## config.mk

```make
export PLATFORM = sky130hd
export DESIGN_NAME = uart_tx_ctrl
export DESIGN_NICKNAME = d
export VERILOG_FILES = /design/src/rtl/uart_tx_ctrl.sv
export SDC_FILE = /design/constraint.sdc
export NUM_CORES = 1
export LEC_CHECK = 0
export CAP_MARGIN = 20
export CELL_PAD_IN_SITES_DETAIL_PLACEMENT = 0
export CELL_PAD_IN_SITES_GLOBAL_PLACEMENT = 1
export CORE_ASPECT_RATIO = 0.9
export CORE_MARGIN = 2
export CORE_UTILIZATION = 30
export CTS_CLUSTER_DIAMETER = 120
export DETAILED_ROUTE_END_ITERATION = 10
export HOLD_SLACK_MARGIN = 0.08
export PLACE_DENSITY_LB_ADDON = 0.1
export SYNTH_ARGS = -nofsm -noshare
export SYNTH_HDL_FRONTEND = slang
export SYNTH_SLANG_ARGS = --single-unit
export TNS_END_PERCENT = 100
```

## constraint.sdc

```tcl
create_clock -name clk -period 4.74 [get_ports clk]
set_clock_uncertainty 0.2 [all_clocks]
set_input_delay 0.948 -clock clk [delete_from_list [all_inputs] [get_ports clk]]
set_output_delay 0.948 -clock clk [all_outputs]
set_load 0.005 [all_outputs]
```

## src/rtl/uart_tx_ctrl.sv

```systemverilog
// UART transmit controller: frames a parallel word as start/data/parity/stop.
// It drives an external serializer (load, ser_en), carries the serializer's
// bits onto the line, and flags serializer protocol errors.
//
// Ports:
//   clk, rst      - system clock, asynchronous active-high reset
//   p_data        - word to send, captured when data_valid is seen
//   data_valid    - send request, sampled in IDLE and in STOP
//   par_en        - 1 appends a parity bit
//   par_typ       - 0 selects even parity, 1 selects odd parity
//   ser_data      - current bit from the serializer
//   ser_done      - serializer last-bit indication
//   ser_p_data    - held word presented to the serializer
//   load          - serializer capture strobe (START)
//   ser_en        - serializer shift enable (START and DATA)
//   tx_out        - UART line, idles high
//   busy          - frame in progress
//   ser_err       - sticky serializer protocol error
module uart_tx_ctrl #(
    parameter int DATA_WIDTH = 8
) (
    input  logic                  clk,
    input  logic                  rst,
    input  logic [DATA_WIDTH-1:0] p_data,
    input  logic                  data_valid,
    input  logic                  par_en,
    input  logic                  par_typ,
    input  logic                  ser_data,
    input  logic                  ser_done,
    output logic [DATA_WIDTH-1:0] ser_p_data,
    output logic                  load,
    output logic                  ser_en,
    output logic                  tx_out,
    output logic                  busy,
    output logic                  ser_err
);

    localparam int CNT_W = (DATA_WIDTH > 1) ? $clog2(DATA_WIDTH) : 1;
    localparam logic [CNT_W-1:0] LAST = CNT_W'(DATA_WIDTH - 1);

    localparam logic [2:0] IDLE   = 3'd0;
    localparam logic [2:0] START  = 3'd1;
    localparam logic [2:0] DATA   = 3'd2;
    localparam logic [2:0] PARITY = 3'd3;
    localparam logic [2:0] STOP   = 3'd4;

    logic [2:0]       state;
    logic [CNT_W-1:0] bit_cnt;
    logic             par_en_q;
    logic             parity_q;
    logic             parity_in;
    logic             cnt_last;
    logic             proto_bad;

    // Parity of the word being captured; odd parity is the inverted XOR.
    assign parity_in = (^p_data) ^ par_typ;
    assign cnt_last  = (bit_cnt == LAST);
    // ser_done must rise exactly on the last data bit.
    assign proto_bad = cnt_last ? ~ser_done : ser_done;

    always_ff @(posedge clk or posedge rst) begin
        if (rst) begin
            state      <= IDLE;
            ser_p_data <= '0;
            par_en_q   <= 1'b0;
            parity_q   <= 1'b0;
            bit_cnt    <= '0;
            ser_err    <= 1'b0;
        end else begin
            case (state)
                IDLE, STOP: begin
                    if (data_valid) begin
                        ser_p_data <= p_data;
                        par_en_q   <= par_en;
                        parity_q   <= parity_in;
                        state      <= START;
                    end else begin
                        state      <= IDLE;
                    end
                end
                START: begin
                    bit_cnt <= '0;
                    state   <= DATA;
                end
                DATA: begin
                    if (proto_bad)
                        ser_err <= 1'b1;
                    // Exit is counted, never taken from ser_done.
                    if (cnt_last) begin
                        bit_cnt <= '0;
                        state   <= par_en_q ? PARITY : STOP;
                    end else begin
                        bit_cnt <= bit_cnt + 1'b1;
                    end
                end
                PARITY: state <= STOP;
                default: state <= IDLE;
            endcase
        end
    end

    always_comb begin
        tx_out = 1'b1;
        load   = 1'b0;
        ser_en = 1'b0;
        busy   = 1'b1;
        case (state)
            START: begin
                tx_out = 1'b0;
                load   = 1'b1;
                ser_en = 1'b1;
            end
            DATA: begin
                tx_out = ser_data;
                ser_en = 1'b1;
            end
            PARITY: tx_out = parity_q;
            STOP:   tx_out = 1'b1;
            default: busy = 1'b0;
        endcase
    end

endmodule

```

# Word level (Yosys, flattened, before mapping)
# Cells that the tools add are included.
[totals]
ff_bits = 17
input_bits = 15
out_inout_bits = 13
wordCells = 34
[op_classes]
addsub = 1
eq_ne = 6
n_mux = 11
bitwise_logic = 2
reduce_logical = 8
[op_table]
columns = ["op", "n"]
rows = [
  ["one-hot mux 3 bit (4 select lines)", 1],
  ["2-to-1 mux 3 bit", 3],
  ["XOR reduction 8 bit", 1],
  ["equality test 3 x 2 -> 1 bit (second input constant)", 2],
  ["equality test 3 bit (second input constant)", 2],
  ["one-hot mux 3 bit (2 select lines)", 1],
  ["2-to-1 mux 1 bit", 5],
  ["AND reduction 2 bit", 2],
  ["OR reduction 2 bit", 2],
  ["OR reduction 4 bit", 1],
  ["adder 3 x 1 -> 3 bit (second input constant)", 1],
  ["equality test 3 x 1 -> 1 bit (second input constant)", 1],
  ["logical NOT 3 bit", 1],
  ["one-hot mux 1 bit (3 select lines)", 1],
  ["!= test 2 bit (second input constant)", 1],
  ["nonzero test 2 bit", 1],
  ["NOT 1 bit", 1],
  ["bitwise XOR 1 bit", 1],
]

# Logic depth before layout (Yosys ltp)
# Gate-level depths: netlist (run 1).
[logic_depth]
word_depth = 3
mapped_depth = 6
ltp_nobuf = 5

# Worst setup path before layout (run 1)
# Ideal clock, no wire load.
[synth_path]
kind = "input to output"
start = "in ser_data"
end = "out tx_out"
t_arrival_ns = 1.360
required_time_ns = 3.592
path_slack_ns = 2.232
path_stages = 3
n_path_buf = 0
cell_sequence = "inv_1 a21oi_1 a311o_1"
[synth_via]
elab_chain_cells = 1
[synth_rtl]
columns = ["element", "line", "text"]
rows = [
  ["start: declaration", "28", "input logic ser_data,"],
  ["one-hot mux 1 bit (3 select lines)", "107", "case (state)"],
  ["end: declaration", "33", "output logic tx_out,"],
]
# Every way passes these cells.

# Final worst setup path (run 1)
# Same ends and word-level chain as after synthesis.

==> results of run 1 <==
==> layout by cell type, fill, tap and decap left out <==
cell type | netlist | final
xor2_1 | 1 | 1
nand2b_1 | 2 | 2
nor3_1 | 1 | 1
clkdlybuf4s50_1 | 0 | 27
mux2_4 | 1 | 1
nor2_1 | 4 | 4
and2_1 | 1 | 1
o31ai_1 | 1 | 1
xnor3_1 | 1 | 1
a311o_1 | 1 | 1
clkbuf_1 | 2 | 1
clkbuf_4 | 0 | 3
a21oi_1 | 6 | 6
ha_1 | 2 | 2
dfrtp_1 | 17 | 17
inv_1 | 5 | 5
nand4b_1 | 1 | 1
a22oi_1 | 2 | 2
xnor2_1 | 7 | 7
mux2_2 | 8 | 8
a21o_1 | 1 | 1
nand2_1 | 7 | 7
o21ai_0 | 4 | 4
==> worst max path at each step <==
stage | from | cells past startpoint | to | slack, ns
final | ser_data | 5 | tx_out | 1.37
after global routing | ser_data | 5 | tx_out | 1.32
after global placement | ser_data | 5 | tx_out | 1.39
after CTS | ser_data | 5 | tx_out | 1.36
after detailed placement | ser_data | 5 | tx_out | 1.37
after floorplan | ser_data | 3 | tx_out | 2.23
==> stage by stage <==
step                      cells  cell area, µm²  utilization, %  setup WS, ns  total power [mW]
after floorplan              77             853               -          2.23             0.414
after global placement      140            1150            42.2          1.39             0.555
after detailed placement    140            1150            42.2          1.37             0.558
after CTS                   144            1180            43.2          1.36             0.638
after global routing        144            1180            43.2          1.32             0.679
final                       144            1180            43.2          1.37             0.626
==> per-layer routing <==
layer / routed length [µm] / up-vias / track usage, %
met1: 778 / 296 / 14.2
met5: 0 / - / 0
met2: 727 / 21 / 19.6
li1: - / 316 / -
met4: 12 / 0 / 2.22
met3: 139 / 2 / 5.91
==> power by group <==
part / total [mW] / leakage (nW) / internal, mW / switching (mW)
clock network: 0.0772 / 0.0150 / 0.0327 / 0.0445
logic: 0.291 / 0.284 / 0.189 / 0.102
registers: 0.259 / 0.204 / 0.206 / 0.0526
==> state kept, by name (all words and copies together), names as in the netlist <==
name / count
bit_cnt: 3
ser_err: 1
state: 3
par_en_q: 1
ser_p_data: 8
parity_q: 1
==> worst max-delay path: stages <==
cell and delay, ns:
clkdlybuf4s50_1 0.40, inv_1 0.05, a21oi_1 0.05, a311o_1 0.32, clkdlybuf4s50_1 0.45
==> cells in the mapped netlist, drive strengths merged <==
master / instances / area share (%)
a21o: 1 / 0.88
a21oi: 6 / 3.5
a22oi: 2 / 1.8
a311o: 1 / 1.2
and2: 1 / 0.73
buf: 2 / 1.8
clkbuf: 2 / 0.88
dfrtp: 17 / 50
ha: 2 / 2.9
inv: 5 / 2.2
mux2: 9 / 12
nand2: 7 / 3.1
nand2b: 2 / 1.5
nand4b: 1 / 1.0
nor2: 4 / 1.8
nor3: 1 / 0.59
o21ai: 4 / 2.3
o31ai: 1 / 0.88
xnor2: 7 / 7.2
xnor3: 1 / 2.6
xor2: 1 / 1.0
==> kinds of logic (layout without fill, tap and decap cells) <==
logic type,count (synthesis),after routing,share of synthesized area (%)
muxes,9,9,12.3
adders and majority gates,2,2,2.93
buffers and inverters,9,36,4.84
and+or+nand+nor,16,16,8.65
DFF,17,17,49.9
xor gates and xnor gates,9,9,10.9
AOI/OAI and AO/OA,15,15,10.6
==> cell type report <==
class	count	area, µm²
timing repair buffer	27	270
tap	40	50.0
sequential	17	425
clock buffer	4	26.3
inverter	5	18.8
fill	283	1550
multi-input combinational	51	387
==> summary.md, run 1 <==
| Metric | Value |
|---|---|
| Pin count of the biggest net entering global routing | `18` |
| Vias per Instance | `4.41` |
| Yosys cell types | `22` |
| Chip Width | `60.2 µm` |
| Vias in the first global route | `624` |
| Ys Warns | `0` |
| DP Wirelength | `1240 µm` |
| Leak pwr | `0.504 nW` |
| Min-delay src | `ser_err$_DFFE_PP0P_` |
| Hold buffer count at CTS | `0` |
| VDD IR-drop max | `0.224 mV` |
| Yosys reg bits | `17` |
| Floorplan core area | `2730 µm²` |
| Avg Cell Area, Syn | `11.1 µm²` |
| Reg2Reg Depth | `3` |
| 1st-pass router iterations | `4` |
| Row cnt | `18` |
| CP required | `3.59 ns` |
| Antenna diode count | `0` |
| Initial antenna violation count | `0` |
| CTS tree | `yes` |
| Clk sinks | `17` |
| Sequential-to-total area share from yosys stat | `49.9%` |
| Worst skew pair latency | `0.29 ns` |
| Worst Hold Class | `reg2reg` |
| Clock buffer depth | `2` |
| Post-CTS setup buffer count | `0` |
| CTS resizes | `0` |
| Min-Delay Path Depth | `2` |
| Fin Hold WS | `0.269 ns` |
| First-pass GRT wire length | `2780 µm` |
| Mapped cell area | `853 µm²` |
| Max_slew headroom | `55.5%` |
| FF-to-FF Start | `state[0]$_DFFE_PP0P_` |
| Layout cells sized above 1 | `11.5%` |
| CP Class | `in2out` |
| Die height | `54.6 µm` |
| Max Cap Violations | `0` |
| Htree depth | `1` |
| Root buf cell | `clkbuf_4` |
| Worst-Margin Slew | `0.667 ns` |
| Worst reg2reg path endpoint | `ser_p_data[3]$_DFFE_PP0P_` |
| GRT Residual Overflow | `0` |
| Tcrit/Tclk final | `71.0%` |
| Maximum clock frequency | `297 MHz` |
| Final hold vios | `0` |
| CTS clock-pin slew for the worst setup and hold paths | `0.10 ns` |
| Starting density of the core | `31.3%` |
| Outcome | `finished clean` |
| IO Count | `28` |
| Critical Path AT | `2.22 ns` |
| Clock period minus worst slack | `3.37 ns` |
| Port buffer count | `27` |
| Total Routing Usage GR | `11.9%` |
| Residual DRC | `0` |
| Synthesized Nets | `94` |
| Crit start category | `primary input` |
| CP endpoint kind | `output port` |
| Via count | `635` |
| Slew Viols, Final | `0` |
| Pwr/cell area | `532 nW/µm²` |
| Mapped Cells | `77` |
| R2R Setup Slk | `2.86 ns` |
| CTS Buf Count | `3` |
| Setup TNS | `0 ns` |
| Unrepaired setup endpoints after global routing | `false` |
| Syn-to-layout area delta | `38.0%` |
| Layout Nets | `122` |
| 1st-iter DRT viols | `6` |
| Worst Path Max Fanout | `1` |
| Placer congestion estimate | `0.676` |
| # setup viols final | `0` |
| WL per Instance | `11.5 µm` |
| Die area | `3290 µm²` |
| Worst hold path endpoint | `ser_err$_DFFE_PP0P_` |
| Routed Antenna Nets | `0` |
| WL final | `1660 µm` |
Note: power is estimated with default switching activity, not from simulation.
==> inputs of run 2 (changes only) <==
==> constraint.sdc (replaced) <==
create_clock -name clk -period 3.1 [get_ports clk]
set_clock_uncertainty 0.2 [all_clocks]
set_input_delay 0.62 -clock clk [delete_from_list [all_inputs] [get_ports clk]]
set_output_delay 0.62 -clock clk [all_outputs]
set_load 0.005 [all_outputs]
==> results of run 2 <==
The final DEF is identical to that of run 1. Status: finished clean.
Main changes from that run: setup slack after placement 1.37 ns -> 0.383 ns; setup slack after layout 1.37 ns -> 0.391 ns; register-to-register setup slack 2.86 ns -> 1.22 ns; total power 0.626 mW -> 0.958 mW; worst IR drop on VDD 0.224 mV -> 0.342 mV
==> inputs of run 3 (changes only) <==
--- a/config.mk
+++ b/config.mk
@@ -13,8 +13,11 @@
 export CORE_UTILIZATION = 30
 export CTS_CLUSTER_DIAMETER = 120
 export DETAILED_ROUTE_END_ITERATION = 10
+export GPL_ROUTABILITY_DRIVEN = 0
 export HOLD_SLACK_MARGIN = 0.08
+export MAX_ROUTING_LAYER = met4
 export PLACE_DENSITY_LB_ADDON = 0.1
+export SKIP_CTS_REPAIR_TIMING = 1
 export SYNTH_ARGS = -nofsm -noshare
 export SYNTH_HDL_FRONTEND = slang
 export SYNTH_SLANG_ARGS = --single-unit
==> summary.md, run 3 (synthesized netlist as in run 1, its figures left out) <==
| Metric | Value |
|---|---|
| Die area | `3290 µm² (unchanged)` |
| IO Count | `28 (unchanged)` |
| Vias per Instance | `4.41 (unchanged)` |
| Final WS setup | `0.391 ns` |
| GRT Residual Overflow | `0 (unchanged)` |
| Row cnt | `18 (unchanged)` |
| Worst Hold Class | `reg2reg` |
| Antenna diode count | `0 (unchanged)` |
| CTS Buf Count | `3 (unchanged)` |
| Die height | `54.6 µm (unchanged)` |
| Clk sinks | `17 (unchanged)` |
| Port buffer count | `27 (unchanged)` |
| Setup TNS | `0 ns (unchanged)` |
| WL final | `1660 µm (about the same)` |
| Root buf cell | `clkbuf_4` |
| Commonest non-fill, non-tap cells in the layout | `27 x clkdlybuf4s50_1, 17 x dfrtp_1, 8 x mux2_2` |
| # setup viols final | `0 (unchanged)` |
| Biggest register | `ser_p_data` |
| Htree depth | `1 (unchanged)` |
| Clock period minus worst slack | `2.71 ns` |
| Layout Nets | `122 (unchanged)` |
| CP Class | `in2out` |
| Chip Width | `60.2 µm (unchanged)` |
| Layout cells sized above 1 | `11.5% (unchanged)` |
| CP required | `2.28 ns` |
| Worst-Margin Slew | `0.667 ns (+0.000000536 ns)` |
| Crit start category | `primary input` |
| Place WS | `0.383 ns` |
| Routed Antenna Nets | `0 (unchanged)` |
| Via count | `635 (unchanged)` |
| Min-Delay Path Depth | `2 (unchanged)` |
| Worst skew pair latency | `0.29 ns (about the same)` |
| 1st-pass router iterations | `4 (unchanged)` |
| Vias in the first global route | `623 (-0.16%)` |
| Total Routing Usage GR | `12.3% (+0.34 points)` |
| WL per Instance | `11.5 µm (about the same)` |
| CTS tree | `yes` |
| 1st-iter DRT viols | `11 (+5)` |
| Max FFs per register | `8 (unchanged)` |
| VDD IR-drop max | `0.342 mV` |
| Largest regs | `ser_p_data x8, bit_cnt x3, state x3` |
| DP Wirelength | `1240 µm (unchanged)` |
| Outcome | `finished clean` |
| Commonest non-fill, non-tap cell in the layout | `clkdlybuf4s50_1` |
| Area after DPL | `1150 µm² (unchanged)` |
| CTS clock-pin slew for the worst setup and hold paths | `0.10 ns (about the same)` |
| Final instance area | `1180 µm² (unchanged)` |
| Max_slew headroom | `55.5% (unchanged)` |
| Leak pwr | `0.504 nW (unchanged)` |
| Final hold vios | `0 (unchanged)` |
| CP endpoint kind | `output port` |
| Residual DRC | `0 (unchanged)` |
| Floorplan core area | `2730 µm² (unchanged)` |
| Unrepaired setup endpoints after global routing | `false` |
| Clock buffer depth | `2 (unchanged)` |
| Pwr/cell area | `813 nW/µm²` |
| Max Cap Violations | `0 (unchanged)` |
| Maximum clock frequency | `369 MHz` |
| Reg2Reg Depth | `3 (unchanged)` |
| Initial antenna violation count | `0 (unchanged)` |
| Worst Path Max Fanout | `1 (unchanged)` |
| Tcrit/Tclk final | `87.4%` |
| Starting density of the core | `31.3% (unchanged)` |
| First-pass GRT wire length | `2790 µm (+0.25%)` |
| Syn-to-layout area delta | `38.0% (unchanged)` |
| Critical Path AT | `1.89 ns` |
| Slew Viols, Final | `0 (unchanged)` |
| Pin count of the biggest net entering global routing | `18 (unchanged)` |
-- run 3: cell counts in the layout (fill, tap and decap cells not counted) --
No cell type changed its count.
-- run 3: power by group --
part           switching (mW)  leakage [nW]  internal, mW
sequential             0.0805         0.204         0.315
combinational           0.155         0.284         0.289
clock                  0.0680        0.0150        0.0500
-- run 3: layout make-up --
type	count	area [µm²]
clock buffers	4	26.3
fillers	283	1550
inverters	5	18.8
multi-input cells	51	387
flip-flops and latches	17	425
well taps	40	50.0
repair buffers	27	270
-- run 3: metal layers --
layer  vias up  track usage, %  share of wire [%]
met3         2            5.91                8.4
met2        21            19.6                 44
met4         0            2.22               0.78
met5         -               -                  0
li1        316               -                  -
met1       296            14.2                 47
-- run 3: critical path, cell delays in order --
cell             delay (ns)
clkdlybuf4s50_1        0.40
inv_1                  0.05
a21oi_1                0.05
a311o_1                0.32
clkdlybuf4s50_1        0.45
-- run 3: final timing paths --
| path | start | to | slack (ns) |
|---|---|---|---|
| setup / recovery | ser_data | tx_out | 0.39 |
| hold / removal | ser_err$_DFFE_PP0P_ | ser_err$_DFFE_PP0P_ | 0.27 |
| setup reg to reg | state[0]$_DFFE_PP0P_ | ser_p_data[3]$_DFFE_PP0P_ | 1.22 |
| hold reg to reg | ser_err$_DFFE_PP0P_ | ser_err$_DFFE_PP0P_ | 0.27 |
| max in group asynchronous | rst | bit_cnt[2]$_DFFE_PP0P_ | 1.75 |
| min in group asynchronous | rst | ser_p_data[2]$_DFFE_PP0P_ | 0.53 |
-- run 3: metrics by stage --
| stage | hold WS (ns) | instances | power (mW) | util (%) |
|---|---|---|---|---|
| 4_1_cts | 0.278 | 144 | 0.976 | 43.2 |
| 2_1_floorplan | 0.260 | 77 | 0.632 | - |
| 6_report | 0.269 | 144 | 0.958 | 43.2 |
| 3_3_place_gp | 0.246 | 140 | 0.848 | 42.2 |
| 3_5_place_dp | 0.253 | 140 | 0.854 | 42.2 |
| 5_1_grt | 0.329 | 144 | 1.04 | 43.2 |
==> RTL change, RTL diff (flow settings as in run 3) <==
Put a register stage on the output `load`, with the module's reset. The value now appears one clock later. The other outputs are not delayed to match.
--- a/src/rtl/uart_tx_ctrl.sv
+++ b/src/rtl/uart_tx_ctrl.sv
@@ -43,6 +43,8 @@
     localparam logic [2:0] DATA   = 3'd2;
     localparam logic [2:0] PARITY = 3'd3;
     localparam logic [2:0] STOP   = 3'd4;
+
+    logic load_d;
 
     logic [2:0]       state;
     logic [CNT_W-1:0] bit_cnt;
@@ -101,13 +103,13 @@
 
     always_comb begin
         tx_out = 1'b1;
-        load   = 1'b0;
+        load_d = 1'b0;
         ser_en = 1'b0;
         busy   = 1'b1;
         case (state)
             START: begin
                 tx_out = 1'b0;
-                load   = 1'b1;
+                load_d = 1'b1;
                 ser_en = 1'b1;
             end
             DATA: begin
@@ -120,5 +122,13 @@
         endcase
     end
 
+    always_ff @(posedge clk or posedge rst) begin
+        if (rst) begin
+            load <= '0;
+        end else begin
+            load <= load_d;
+        end
+    end
+
 endmodule
 
Formal check against the unedited RTL: not equivalent (Yosys sat finds a counterexample within 4 cycles, from zero or initial values and one cycle with rst high).
==> RTL change against run 3 <==
- worst setup slack better by 9.8 ps
- sequential power up 5.1%
- area after synthesis up 2.9%
- non-clock buffer count unchanged
- first-iteration DRC count down 27%
- power up 1.2%
- cell area up 1.8%
- core utilization up 0.065 points
- routed wire length down 2.5%
- sequential cell count up 1
- die area up 2.7%
==> RTL change: results (changes against run 3) <==
| Metric | Value |
|---|---|
| Outcome | finished clean (unchanged) |
| Pleak | 0.000516 uW (was 0.000504 uW) |
| First-pass GRT wire length | 2.70 mm (was 2.79 mm) |
| Top cells by area, synth | dfrtp_1 (51%), mux2_2 (10%), xnor2_1 (7.0%) (was dfrtp_1 (50%), mux2_2 (11%), xnor2_1 (7.2%)) |
| Int Pwr | 666 uW (was 654 uW) |
| R2R Path End | ser_p_data[3] (unchanged) |
| Hold slack final | 277 ps (was 269 ps) |
| Nets | 123 (was 122) |
| Synthesized netlist cell count | 78 (was 77) |
| Clock latency at the later pin of the worst-skew pair | 280 ps |
| Critical path fanouts, max | 1 (unchanged) |
| Post-DR wirelength/cell | 11.2 um (was 11.5 um) |
| Antenna violations before repair | 0 (unchanged) |
| Clk pwr share | 11.5% (was 12.3%) |
| Filler cells | 283 (unchanged) |
| Largest net degree at the start of global routing | 19 (was 18) |
| Syn nets | 95 (was 94) |
| Hold Crit Endpoint | ser_err (unchanged) |
| VDD IR max | 0.376 mV (was 0.342 mV) |
| Asr flop ratio synth | 100% (unchanged) |
| Dpl ws | 389 ps (was 383 ps) |
| Global Route Usage Sum | 11.0% (was 12.3%) |
| DR vias | 623 (was 635) |
| Top cells by count, synth | dfrtp_1 (18), mux2_2 (8), nand2_1 (7), xnor2_1 (7), a21oi_1 (6) (was dfrtp_1 (17), mux2_2 (8), nand2_1 (7), xnor2_1 (7), a21oi_1 (6)) |
| Pwr dens | 809 nW/um2 (was 813 nW/um2) |
| Worst hold path type | reg2reg (unchanged) |
| Largest regs | ser_p_data (8), bit_cnt (3), state (3) (unchanged) |
| Slew @ Worst Pin | 661 ps (was 667 ps) |
| Placed Instances | 141 (was 140) |
| Placed instance area | 1180 um2 (was 1150 um2) |
| Hold Startpoint | ser_err (unchanged) |
| Sequential-to-total area share from yosys stat | 51.3% (was 49.9%) |
| # H-tree levels | 1 (unchanged) |
| Final period util | 87.1% (was 87.4%) |
| Router iterations before antenna repair | 4 (unchanged) |
| DP Wirelength | 1.22 mm (was 1.24 mm) |
| Initial drt markers | 8 (was 11) |
| Crit. End Element | output pin (unchanged) |
| Vias per cell | 4.33 (was 4.41) |
| Vias in the first global route | 568 (was 623) |
RTL change: cells by family (layout without fill, tap and decap cells):
logic type,after synthesis,in the layout,share of synthesized area (%)
xor gates and xnor gates,9,9,10.5
buffers and inverters,9,35,4.70
adders and majority gates,2,2,2.85
and+or+nand+nor,16,16,8.40
DFF,18,18,51.3
AOI/OAI and AO/OA,15,15,10.3
muxes,9,9,12.0
RTL change: per-layer routing:
layer | track usage [%] | up-vias | routed length (um)
met1 | 16.4 | 282 | 840
met3 | 4.22 | 2 | 101
li1 | - | 316 | -
met5 | - | - | 0
met4 | 2.80 | 0 | 15
met2 | 13.8 | 23 | 659
RTL change: cell type report:
cell class,instances,area (um2),area share (%)
sequential,18,450,37.6
multi-input combinational,51,387,32.3
timing repair buffer,27,270,22.5
tap,40,50.0,4.18
clock buffer,3,22.5,1.88
inverter,5,18.8,1.57
RTL change: worst max-delay path, cell delays in order:
cell	delay (ps)
clkdlybuf4s50_1	390
inv_1	50
a21oi_1	50
a311o_1	320
clkdlybuf4s50_1	440
